**src/rtl/seq_multiplier_if.sv**
```systemverilog
// Operand/result handshake bundle for the sequential multiplier.
// The master issues start with operands, and the slave returns busy, done and product.
interface seq_multiplier_if #(
    parameter int WIDTH = 16
);
    logic                   start;
    logic [WIDTH-1:0]       a;
    logic [WIDTH-1:0]       b;
    logic                   busy;
    logic                   done;
    logic [2*WIDTH-1:0]     product;

    modport master (
        output start, a, b,
        input  busy, done, product
    );

    modport slave (
        input  start, a, b,
        output busy, done, product
    );
endinterface

```
**src/rtl/seq_multiplier.sv**
```systemverilog
// Unsigned shift-and-add multiplier: one ripple-adder pass per cycle, WIDTH cycles per product.
// Also holds the ripple adder it uses as its only arithmetic element.
module adder #(
    parameter int WIDTH = 16
) (
    input  logic [WIDTH-1:0] i_a,
    input  logic [WIDTH-1:0] i_b,
    input  logic             i_cin,
    output logic [WIDTH-1:0] o_sum,
    output logic             o_cout
);
    logic [WIDTH:0] w_carry;

    assign w_carry[0] = i_cin;

    for (genvar g = 0; g < WIDTH; g++) begin : g_fa
        assign o_sum[g]     = i_a[g] ^ i_b[g] ^ w_carry[g];
        assign w_carry[g+1] = (i_a[g] & i_b[g]) | (w_carry[g] & (i_a[g] ^ i_b[g]));
    end

    assign o_cout = w_carry[WIDTH];
endmodule

module seq_multiplier #(
    parameter int WIDTH = 16
) (
    input  logic              i_clk,
    input  logic              i_rst,
    seq_multiplier_if.slave   bus
);
    localparam int CW = $clog2(WIDTH + 1);
    localparam logic [CW-1:0] LAST = CW'(WIDTH - 1);

    typedef enum logic [1:0] {
        S_IDLE = 2'd0,
        S_RUN  = 2'd1,
        S_DONE = 2'd2
    } state_t;

    state_t               r_state;
    state_t               w_state_nxt;
    logic [WIDTH-1:0]     r_acc;
    logic [WIDTH-1:0]     r_mq;
    logic [WIDTH-1:0]     r_mcand;
    logic [CW-1:0]        r_count;
    logic [2*WIDTH-1:0]   r_product;

    logic [WIDTH-1:0]     w_add_b;
    logic [WIDTH-1:0]     w_sum;
    logic                 w_cout;
    logic [2*WIDTH-1:0]   w_shifted;
    logic                 w_load;
    logic                 w_step;
    logic                 w_last;

    assign w_add_b = r_mq[0] ? r_mcand : '0;

    adder #(.WIDTH(WIDTH)) u_adder (
        .i_a    (r_acc),
        .i_b    (w_add_b),
        .i_cin  (1'b0),
        .o_sum  (w_sum),
        .o_cout (w_cout)
    );

    // Carry-out becomes acc's MSB; mq's LSB has been consumed and falls off the end.
    assign w_shifted = {w_cout, w_sum, r_mq[WIDTH-1:1]};

    assign w_load = bus.start && ((r_state == S_IDLE) || (r_state == S_DONE));
    assign w_step = (r_state == S_RUN);
    assign w_last = w_step && (r_count == LAST);

    // Next-state decode for the IDLE/RUN/DONE sequencer
    always_comb begin
        w_state_nxt = r_state;
        case (r_state)
            S_IDLE: begin
                if (bus.start) begin
                    w_state_nxt = S_RUN;
                end else begin
                    w_state_nxt = S_IDLE;
                end
            end
            S_RUN: begin
                if (r_count == LAST) begin
                    w_state_nxt = S_DONE;
                end else begin
                    w_state_nxt = S_RUN;
                end
            end
            S_DONE: begin
                if (bus.start) begin
                    w_state_nxt = S_RUN;
                end else begin
                    w_state_nxt = S_IDLE;
                end
            end
            default: begin
                w_state_nxt = S_IDLE;
            end
        endcase
    end

    // State register
    always_ff @(posedge i_clk) begin
        if (i_rst) begin
            r_state <= S_IDLE;
        end else begin
            r_state <= w_state_nxt;
        end
    end

    // Operand load, per-iteration shift/accumulate, and product capture
    always_ff @(posedge i_clk) begin
        if (i_rst) begin
            r_acc     <= '0;
            r_mq      <= '0;
            r_mcand   <= '0;
            r_count   <= '0;
            r_product <= '0;
        end else if (w_load) begin
            r_mcand <= bus.a;
            r_mq    <= bus.b;
            r_acc   <= '0;
            r_count <= '0;
        end else if (w_step) begin
            r_acc   <= w_shifted[2*WIDTH-1:WIDTH];
            r_mq    <= w_shifted[WIDTH-1:0];
            r_count <= r_count + CW'(1);
            if (w_last) begin
                r_product <= w_shifted;
            end else begin
                r_product <= r_product;
            end
        end else begin
            r_product <= r_product;
        end
    end

    assign bus.busy    = (r_state == S_RUN);
    assign bus.done    = (r_state == S_DONE);
    assign bus.product = r_product;
endmodule

```
**src/flat_wrapper.sv**
```systemverilog
// flat-port wrapper written by rule: the top's interface ports become plain ports
module seq_multiplier_flat 
#(
    parameter int WIDTH = 16
)
  (i_clk, i_rst, bus_start, bus_a, bus_b, bus_busy, bus_done, bus_product);
  seq_multiplier_if #(.WIDTH(WIDTH)) bus_i ();
  input  logic i_clk;
  input  logic i_rst;
  input wire logic [$bits(bus_i.start)-1:0] bus_start;
  input wire logic [$bits(bus_i.a)-1:0] bus_a;
  input wire logic [$bits(bus_i.b)-1:0] bus_b;
  output wire logic [$bits(bus_i.busy)-1:0] bus_busy;
  output wire logic [$bits(bus_i.done)-1:0] bus_done;
  output wire logic [$bits(bus_i.product)-1:0] bus_product;
  assign bus_i.start = bus_start;
  assign bus_i.a = bus_a;
  assign bus_i.b = bus_b;
  assign bus_busy = bus_i.busy;
  assign bus_done = bus_i.done;
  assign bus_product = bus_i.product;
  seq_multiplier #(.WIDTH(WIDTH)) u_core (.i_clk(i_clk), .i_rst(i_rst), .bus(bus_i));
endmodule
```
**config.mk**
```make
export PLATFORM = sky130hd
export DESIGN_NAME = seq_multiplier_flat
export DESIGN_NICKNAME = d
export VERILOG_FILES = /design/src/rtl/seq_multiplier_if.sv /design/src/rtl/seq_multiplier.sv /design/src/flat_wrapper.sv
export SDC_FILE = /design/constraint.sdc
export NUM_CORES = 1
export LEC_CHECK = 0
export BUFFER_PORTS_ARGS = -buffer_cell sky130_fd_sc_hd__buf_2
export CORE_ASPECT_RATIO = 0.9
export CORE_MARGIN = 3
export CORE_UTILIZATION = 40
export DETAILED_ROUTE_END_ITERATION = 16
export GPL_ROUTABILITY_DRIVEN = 0
export SYNTH_ARGS = -nofsm -noshare
export SYNTH_HDL_FRONTEND = slang
export SYNTH_SLANG_ARGS = --single-unit
```
**constraint.sdc**
```tcl
create_clock -name i_clk -period 7 [get_ports i_clk]
set_input_delay 0.7 -clock i_clk [delete_from_list [all_inputs] [get_ports i_clk]]
set_output_delay 0.7 -clock i_clk [all_outputs]
set_load 0.01 [all_outputs]
```
==> results.sh, run 1 <==
export IMPL_clk_pin_slew_ps=80
export IMPL_drive_gt1_frac=0.218
export IMPL_portBuffers=68
export IMPL_die_w_um=106
export IMPL_tns_ps=0
export IMPL_r2r_cells=21
export IMPL_critPathLaunchType="flop"
export IMPL_seq_area_frac_synth=0.483
export IMPL_fin_area_um2=4200
export IMPL_hp_start="u_core.bus.product[10]"
export IMPL_io_pins=69
export IMPL_fmax_ghz=0.150
export IMPL_yosysUniqueCellTypes=30
export IMPL_core_um2=8690
export IMPL_syn_area_per_cell_um2=8.58
export IMPL_htree_levels=3
export IMPL_status="finished clean"
export IMPL_synth_cells=420
export IMPL_yosys_most_used_dff="dfxtp_1"
export IMPL_finalWirelength_um=8240
export IMPL_dpl_hpwl_um=5500
export IMPL_hold_path_end="u_core.bus.product[10]"
export IMPL_cts_made_buffers=9
export IMPL_grt_overflow_total=0
export IMPL_grt_pass1_vias=2893
export IMPL_clock_skew_ps=6.93
export IMPL_final_common_cell="nand2_1"
export IMPL_finalHoldViolCount=0
export IMPL_worst_ep_arrival_time_ps=6950
export IMPL_r2r_start="u_core.r_mcand[0]"
export IMPL_drt_iter0_drc=131
export IMPL_slew_violations=0
export IMPL_relSlewSlack=0.513
export IMPL_cts_sinks=87
export IMPL_fin_crit_sh=0.953
export IMPL_max_cap_violations=0
export IMPL_dr_total_vias=2930
export IMPL_cp_slowest_cell="fa_1"
export IMPL_cts_tree="done"
export IMPL_holdBufCountCts=0
export IMPL_wl_per_cell_um=13.8
export IMPL_syn_area_um2=3600
export IMPL_worst_pin_slew_ps=730
export IMPL_drc_errors=0
export IMPL_final_cell_mix="nand2_1, dfxtp_1, buf_2"
export IMPL_n_antenna_cell=0
export IMPL_grt_antenna_before_repair=0
export IMPL_cpPeakStageDelay_ps=430
export IMPL_hold_class="reg2reg"
export IMPL_drt_pass1_iterations=4
export IMPL_synth_edf_count=0
export IMPL_clk_latency_ps=350
export IMPL_cts_root_buffer="clkbuf_8"
export IMPL_crit_type="reg2reg"
export IMPL_layout_nets=526
export IMPL_cp_max_fo=2
export IMPL_crit_chain="and2_1 > ha_1 > inv_1 > fa_1 > inv_1 > fa_2 > fa_2 > fa_2 > fa_2 > fa_2 > fa_2 > fa_2 > fa_2 > fa_2 > fa_2 > fa_1 > fa_2 > fa_1 > inv_1 > fa_1 > a211oi_2"
export IMPL_async_flop_share=0
export IMPL_die_area_um2=10200
export IMPL_area_growth_synth_to_final_pct=16.5
export IMPL_syn_num_nets=473
export IMPL_period_minus_slack_ps=6670
export IMPL_setup_viol=0
export IMPL_cpMostUsedCell="fa_2"
export IMPL_grt_max_degree=68
export IMPL_p_per_area_nw_per_um2=234
export IMPL_grt_use_total=0.173
export IMPL_r2r_end="u_core.r_acc[14]"
export IMPL_crit_required_ps=7280
export IMPL_die_height_um=96.0
export IMPL_irDropWorstVdd_mv=0.110
export IMPL_antenna_left=0
export IMPL_vias_per_cell=4.91
export IMPL_rows=32
export IMPL_synth_warnings=0
export IMPL_ys_seq_elements=87
export IMPL_start_util=0.415
export IMPL_cellLeakagePower_nw=1.66
export IMPL_cts_buffer_depth=2
export IMPL_dpl_cell_area_um2=3960
export IMPL_r2r_slack_ps=330
export IMPL_grt_pass1_wl_um=14000
export IMPL_worstSetupEndpointType="flop"
export IMPL_hold_path_depth=2
export IMPL_rsz0062_at_grt="false"
## stage by stage
stage	total power, mW	instances	hold WS [ps]	utilization	setup WS [ps]
after global placement	0.621	581	438	0.456	29.9
after CTS	0.995	597	456	0.480	19.1
after detailed placement	0.623	581	444	0.456	-120
final	0.983	597	453	0.483	329
after floorplan	0.599	420	432	-	13.1
after global routing	1.03	597	471	0.483	51.5
## worst max-delay path by stage
stage | cells past startpoint | startpoint | slack (ps) | end
2_1_floorplan | 22 | u_core.r_mq[0] | 10 | u_core.r_acc[14]
3_3_place_gp | 21 | u_core.r_mcand[0] | 30 | u_core.bus.product[30]
3_5_place_dp | 21 | u_core.r_mcand[0] | -120 | u_core.r_acc[14]
4_1_cts | 21 | u_core.r_mcand[0] | 20 | u_core.bus.product[30]
5_1_grt | 21 | u_core.r_mcand[0] | 50 | u_core.r_acc[14]
6_report | 21 | u_core.r_mcand[0] | 330 | u_core.r_acc[14]
## power breakdown
group          total [mW]  leakage, nW  switching (mW)  internal (mW)
registers           0.525        0.708          0.0123          0.513
logic              0.0867        0.846          0.0537         0.0330
clock network       0.372        0.104           0.171          0.201
## sequential cells by signal, indices dropped and copies added, names as in the netlist
register	flops
u_core.r_state	2
u_core.bus.product	32
u_core.r_mcand	16
u_core.r_count	5
u_core.r_mq	16
u_core.r_acc	16
## synthesized netlist by cell type (all sizes together), types with 3 or more instances
master | n | share of area
fa | 15 | 0.083
nand2b | 3 | 0.0073
a21oi | 60 | 0.083
buf | 25 | 0.045
o22ai | 16 | 0.028
clkbuf | 8 | 0.0083
nand2 | 120 | 0.12
inv | 7 | 0.0073
nor3 | 32 | 0.044
dfxtp | 87 | 0.48
ha | 3 | 0.010
and2 | 14 | 0.024
nor2 | 11 | 0.011
a211oi | 7 | 0.015
## logic make-up (layout without fill, tap and decap cells)
family	Yosys count	after routing	synth area share
adder cells (fa/ha/maj)	18	18	0.0938
XOR/XNOR	2	2	0.00486
AO/OA/AOI/OAI	85	85	0.129
AND/OR/NAND/NOR	188	188	0.228
buffers and inverters	40	98	0.0611
flip-flops	87	87	0.483
## timing repair
action | in CTS | in global routing
gates resized for setup | 3 | 7
pin swaps | 0 | 2
setup endpoints to repair | 2 | 2
buffers inserted | 0 | 0
endpoints found under the hold margin | 0 | 0
## worst max-delay path, delay by kind of cell (launching register included)
kind	cells	cell delay, ps
flip-flops	1	320
AO/OA/AOI/OAI	1	220
AND/OR/NAND/NOR	1	150
adder cells (fa/ha/maj)	16	5670
buffers and inverters	3	230
## final cells by class
class / count / area, µm²
clock buffers: 12 / 135
flip-flops and latches: 87 / 1740
fillers: 874 / 4490
clock inverters: 4 / 70.1
multi-input cells: 293 / 1680
repair buffers: 75 / 393
inverters: 7 / 26.3
well taps: 119 / 149
## routing by layer
layer,vias to the layer above,GRT usage,wire [µm]
met5,-,0,0
met4,0,0.0507,101
met3,8,0.0443,291
met2,55,0.298,4030
met1,1372,0.216,3810
li1,1495,-,-
Note: power is estimated with default switching activity, not from simulation.
==> run 2, diff against run 1 <==
--- a/config.mk
+++ b/config.mk
@@ -11,6 +11,7 @@
 export CORE_UTILIZATION = 40
 export DETAILED_ROUTE_END_ITERATION = 16
 export GPL_ROUTABILITY_DRIVEN = 0
+export REMOVE_ABC_BUFFERS = 1
 export SYNTH_ARGS = -nofsm -noshare
 export SYNTH_HDL_FRONTEND = slang
 export SYNTH_SLANG_ARGS = --single-unit
==> constraint.sdc (replaced) <==
create_clock -name i_clk -period 7 [get_ports i_clk]
set_input_delay 1.4 -clock i_clk [delete_from_list [all_inputs] [get_ports i_clk]]
set_output_delay 1.4 -clock i_clk [all_outputs]
set_load 0.01 [all_outputs]
==> run 2 against run 1 <==
Flip-flop and latch count is the same. Hold slack lost 0.84 ps. Design area grew 0.42%. First-iteration DRC count shrank 9.9%. Global-route usage shrank 0.51 points. Highest routed layer unchanged. Largest power group unchanged. Clock skew grew 4.2 ps. Final cell count is the same. Register-to-register slack gained 30 ps. Largest cell class unchanged. Critical path type unchanged. Critical endpoint unchanged. Via count shrank 0.58%. Die area is the same. Power grew 4.4%. Combinational power grew 0.6%.
==> results.sh, run 2 (synthesis results as in run 1) <==
export IMPL_start_util=0.415
export IMPL_power_mw=1.03
export IMPL_slew_violations=0
export IMPL_crit_type="reg2reg"
export IMPL_place_ws_ps=-169
export IMPL_drc_errors=0
export IMPL_critPathLaunchType="flop"
export IMPL_seq_area_um2=1740
export IMPL_die_area_um2=10200
export IMPL_cp_num_buf_inv=3
export IMPL_cts_setup_buffers=0
export IMPL_grt_overflow_total=0
export IMPL_grt_use_total=0.168
export IMPL_num_fill_cells=881
export IMPL_n_antenna_cell=0
export IMPL_cts_root_buffer="clkbuf_8"
export IMPL_setup_viol=0
export IMPL_holdBufCountCts=0
export IMPL_worstSetupEndpointType="flop"
export IMPL_grt_antenna_before_repair=0
export IMPL_clk_pin_slew_ps=80
export IMPL_period_minus_slack_ps=6640
export IMPL_crit_chain="and2_1 > ha_1 > inv_1 > fa_1 > inv_1 > fa_1 > fa_2 > fa_2 > fa_2 > fa_2 > fa_2 > fa_2 > fa_2 > fa_2 > fa_2 > fa_1 > fa_1 > fa_1 > inv_1 > fa_1 > a211oi_1"
export IMPL_grt_pass1_wl_um=13600
export IMPL_vias_per_cell=4.88
export IMPL_rsz0062_at_grt="false"
export IMPL_place_inst=581
export IMPL_finalWirelength_um=8130
export IMPL_dpl_hpwl_um=5190
export IMPL_cts_buffer_depth=2
export IMPL_rows=32
export IMPL_worst_ep_arrival_time_ps=6910
export IMPL_drive_gt1_frac=0.211
export IMPL_portBuffers=68
export IMPL_final_common_cell="nand2_1"
export IMPL_io_pins=69
export IMPL_grt_pass1_vias=2760
export IMPL_max_cap_violations=0
export IMPL_crit_family="adder cells"
export IMPL_die_height_um=96.0
export IMPL_clock_skew_ps=11.1
export IMPL_irDropWorstVdd_mv=0.110
export IMPL_cp_max_fo=2
export IMPL_cpMostUsedCell="fa_2"
export IMPL_clk_latency_ps=350
export IMPL_die_w_um=106
export IMPL_hold_class="reg2reg"
export IMPL_tns_ps=0
export IMPL_worst_pin_slew_ps=737
export IMPL_largest_reg_flops=32
export IMPL_layout_nets=526
export IMPL_cp_slowest_cell="fa_1"
export IMPL_fin_crit_sh=0.949
export IMPL_antenna_left=0
export IMPL_drt_iter0_drc=118
export IMPL_p_per_area_nw_per_um2=244
export IMPL_fmax_ghz=0.150
export IMPL_multi_input_area_um2=1670
export IMPL_htree_levels=3
export IMPL_dr_total_vias=2913
export IMPL_drt_pass1_iterations=4
export IMPL_crit_required_ps=7260
export IMPL_grt_max_degree=68
export IMPL_cts_sinks=87
export IMPL_cts_tree="done"
export IMPL_cts_made_buffers=9
export IMPL_timing_final_ws_setup_ps=355
export IMPL_wl_per_cell_um=13.6
export IMPL_status="finished clean"
export IMPL_relSlewSlack=0.508
export IMPL_cpPeakStageDelay_ps=420
export IMPL_cellLeakagePower_nw=1.67
export IMPL_area_growth_synth_to_final_pct=16.9
export IMPL_final_cell_mix="nand2_1, dfxtp_1, buf_2"
export IMPL_finalHoldViolCount=0
export IMPL_core_um2=8690
export IMPL_fin_cells=597
-- run 2: cell types whose count changed in the layout (fill, tap and decap cells not counted), moves of 2 or more --
cell and change:
a211oi_1 +2, a211oi_2 -2, clkinv_2 -2, fa_1 +2
fa_2 -2
-- run 2: per-stage QoR --
step | area (µm²) | hold slack [ps] | utilization
after floorplan | 3410 | 426 | -
after global placement | 3950 | 439 | 0.455
after detailed placement | 3950 | 444 | 0.455
after CTS | 4200 | 456 | 0.484
after global routing | 4210 | 469 | 0.485
final | 4210 | 452 | 0.485
-- run 2: area by class of cell --
cell class                 count  area share
clock buffer                  11      0.0312
sequential                    87       0.413
multi-input combinational    293       0.395
tap                          119      0.0353
timing repair buffer          75      0.0932
inverter                       7     0.00624
clock inverter                 5      0.0252
-- run 2: tightest hold or removal path, delay by kind of cell (launching register included) --
family,cells,cell delay (ps)
AO/OA/AOI/OAI,1,50
flip-flops,1,310
AND/OR/NAND/NOR,1,50
-- run 2: worst paths after layout --
check / startpoint / endpoint / slack, ps / depth (start not counted)
setup / recovery: u_core.r_mcand[0] / u_core.r_acc[14] / 360 / 21
hold / removal: u_core.bus.product[20] / u_core.bus.product[20] / 450 / 2
setup reg to reg: u_core.r_mcand[0] / u_core.r_acc[14] / 360 / 21
hold reg to reg: u_core.bus.product[20] / u_core.bus.product[20] / 450 / 2
-- run 2: report_power, final --
group | total [mW] | internal (mW) | switching (mW)
clock network | 0.415 | 0.238 | 0.177
logic | 0.0872 | 0.0329 | 0.0543
registers | 0.525 | 0.513 | 0.0124
-- run 2: layer usage --
layer | vias to the layer above | track usage | routed length (µm)
met5 | - | 0 | 0
li1 | 1492 | - | -
met2 | 81 | 0.272 | 3530
met1 | 1329 | 0.226 | 3980
met4 | 0 | 0.0378 | 87
met3 | 11 | 0.0463 | 530
-- run 2: repair_timing --
item	4_1_cts	5_1_grt
endpoints found under the setup margin	2	2
cloned	0	0
gates resized for setup	4	5
==> run 3, diff against run 2 <==
--- a/config.mk
+++ b/config.mk
@@ -7,7 +7,6 @@
 export LEC_CHECK = 0
 export BUFFER_PORTS_ARGS = -buffer_cell sky130_fd_sc_hd__buf_2
 export CORE_ASPECT_RATIO = 0.9
-export CORE_MARGIN = 3
 export CORE_UTILIZATION = 40
 export DETAILED_ROUTE_END_ITERATION = 16
 export GPL_ROUTABILITY_DRIVEN = 0
==> constraint.sdc (replaced) <==
create_clock -name i_clk -period 7 [get_ports i_clk]
set_input_delay 0.7 -clock i_clk [delete_from_list [all_inputs] [get_ports i_clk]]
set_output_delay 0.7 -clock i_clk [all_outputs]
set_load 0.01 [all_outputs]
==> run 3 against run 2 <==
Sequential share of layout area is 0.51 points higher. Critical path depth stayed put. Non-clock buffer count stayed put. Register-to-register slack worse by 90 ps. Via count is 0.38% lower. Combinational power is 0.5% lower. Flip-flop and latch count stayed put. Power is 9.0% lower. Final cell count stayed put. Count of clock-buffer cells in the layout is 2 lower. Critical path type unchanged. Critical endpoint is now u_core.bus.product[30]. Largest cell class unchanged.
==> results.sh, run 3 (synthesis results as in run 1) <==
export IMPL_portBuffers=68
export IMPL_critPathLaunchType="flop"
export IMPL_n_antenna_cell=0
export IMPL_p_switching_mw=0.256
export IMPL_crit_chain="and2_1 > ha_1 > inv_1 > fa_1 > inv_1 > fa_1 > fa_2 > fa_2 > fa_2 > fa_2 > fa_2 > fa_2 > fa_2 > fa_2 > fa_1 > fa_1 > fa_2 > fa_1 > inv_1 > fa_1 > a211oi_1"
export IMPL_cellLeakagePower_nw=1.65
export IMPL_grt_antenna_before_repair=0
export IMPL_intPower_mw=0.679
export IMPL_core_um2=8650
export IMPL_htree_levels=3
export IMPL_largest_reg_flops=32
export IMPL_cpMostUsedCell="fa_2"
export IMPL_cpPeakStageDelay_ps=440
export IMPL_period_minus_slack_ps=6730
export IMPL_cts_tree="done"
export IMPL_cts_made_buffers=9
export IMPL_worst_ep_arrival_time_ps=7010
export IMPL_relSlewSlack=0.514
export IMPL_die_w_um=102
export IMPL_switching_share=0.274
export IMPL_p_clk_frac=0.346
export IMPL_power_mw=0.935
export IMPL_grt_pass1_vias=2759
export IMPL_antenna_left=0
export IMPL_start_util=0.417
export IMPL_worstSetupEndpointType="flop"
export IMPL_io_pins=69
export IMPL_cp_max_fo=2
export IMPL_holdWs_ps=452
export IMPL_rsz0062_at_grt="false"
export IMPL_max_cap_violations=0
export IMPL_setup_viol=0
export IMPL_finalWirelength_um=7890
export IMPL_crit_type="reg2reg"
export IMPL_layout_nets=526
export IMPL_hold_class="reg2reg"
export IMPL_status="finished clean"
export IMPL_p_per_area_nw_per_um2=225
export IMPL_grt_overflow_total=0
export IMPL_drt_pass1_iterations=4
export IMPL_cp_slowest_cell="fa_1"
export IMPL_final_common_cell="nand2_1"
export IMPL_irDropWorstVdd_mv=0.129
export IMPL_fin_crit_sh=0.962
export IMPL_cts_root_buffer="clkbuf_8"
export IMPL_clk_pin_slew_ps=90
export IMPL_finalHoldViolCount=0
export IMPL_drc_errors=0
export IMPL_dpl_hpwl_um=5090
export IMPL_cts_sinks=87
export IMPL_grt_max_degree=68
export IMPL_drt_iter0_drc=128
export IMPL_clock_skew_ps=10.5
export IMPL_comb_power_share=0.093
export IMPL_final_cell_mix="nand2_1, dfxtp_1, buf_2"
export IMPL_die_area_um2=9390
export IMPL_dr_total_vias=2902
export IMPL_vias_per_cell=4.86
export IMPL_rows=32
export IMPL_grt_pass1_wl_um=13300
export IMPL_cts_setup_buffers=0
export IMPL_seqPwrFrac=0.561
export IMPL_clk_latency_ps=360
export IMPL_area_growth_synth_to_final_pct=15.5
export IMPL_die_height_um=92.0
export IMPL_slew_violations=0
export IMPL_crit_required_ps=7280
export IMPL_timing_final_ws_setup_ps=266
export IMPL_place_ws_ps=-212
export IMPL_fmax_ghz=0.148
export IMPL_cts_buffer_depth=2
export IMPL_holdBufCountCts=0
export IMPL_wl_per_cell_um=13.2
export IMPL_grt_use_total=0.183
export IMPL_fin_util=0.481
export IMPL_drive_gt1_frac=0.218
export IMPL_worst_pin_slew_ps=728
[run 3: metal layers]
metal,vias up,global-route usage,part of all wire
met4,0,0.0536,0.0088
met3,8,0.0495,0.057
met5,-,0,0
met2,75,0.285,0.45
met1,1324,0.247,0.48
li1,1495,-,-
[run 3: stage by stage]
step | instances | instance area, µm² | setup TNS [ps]
4_1_cts | 597 | 4150 | 0
5_1_grt | 597 | 4160 | 0
6_report | 597 | 4160 | 0
2_1_floorplan | 387 | 3410 | -116
3_5_place_dp | 581 | 3950 | -416
3_3_place_gp | 581 | 3950 | -176
[run 3: power groups by stage]
stage	clock (mW)	combinational (mW)	sequential [mW]
after floorplan	0	0.0504	0.534
after global placement	0	0.0852	0.536
after detailed placement	0	0.0871	0.536
after CTS	0.334	0.0875	0.525
after global routing	0.361	0.0979	0.528
final	0.323	0.0868	0.525
[run 3: layout make-up]
class,instances,area [µm²]
Clock buffer,9,124
Clock inverter,7,57.6
Fill cell,874,4490
Inverter,7,26.3
Multi-Input combinational cell,293,1670
Sequential cell,87,1740
Tap cell,119,149
Timing Repair Buffer,75,393
[run 3: what timing repair did]
action,4_1_cts,5_1_grt
pin swaps,0,2
hold endpoints to repair,0,0
endpoints found under the setup margin,2,2
resized for setup,5,5
[run 3: final timing paths]
path	start	endpoint	slack, ps	depth (start not counted)
hold reg to reg	u_core.r_mcand[14]	u_core.r_mcand[14]	450	2
setup reg to reg	u_core.r_mcand[0]	u_core.bus.product[30]	270	21
setup / recovery	u_core.r_mcand[0]	u_core.bus.product[30]	270	21
hold / removal	u_core.r_mcand[14]	u_core.r_mcand[14]	450	2
[run 3: critical path, delay by kind of cell (launching register included)]
kind	cells	cell delay, ps
AO/OA/AOI/OAI	1	200
adder cells (fa/ha/maj)	16	5800
buffers and inverters	3	200
flip-flops	1	320
AND/OR/NAND/NOR	1	150
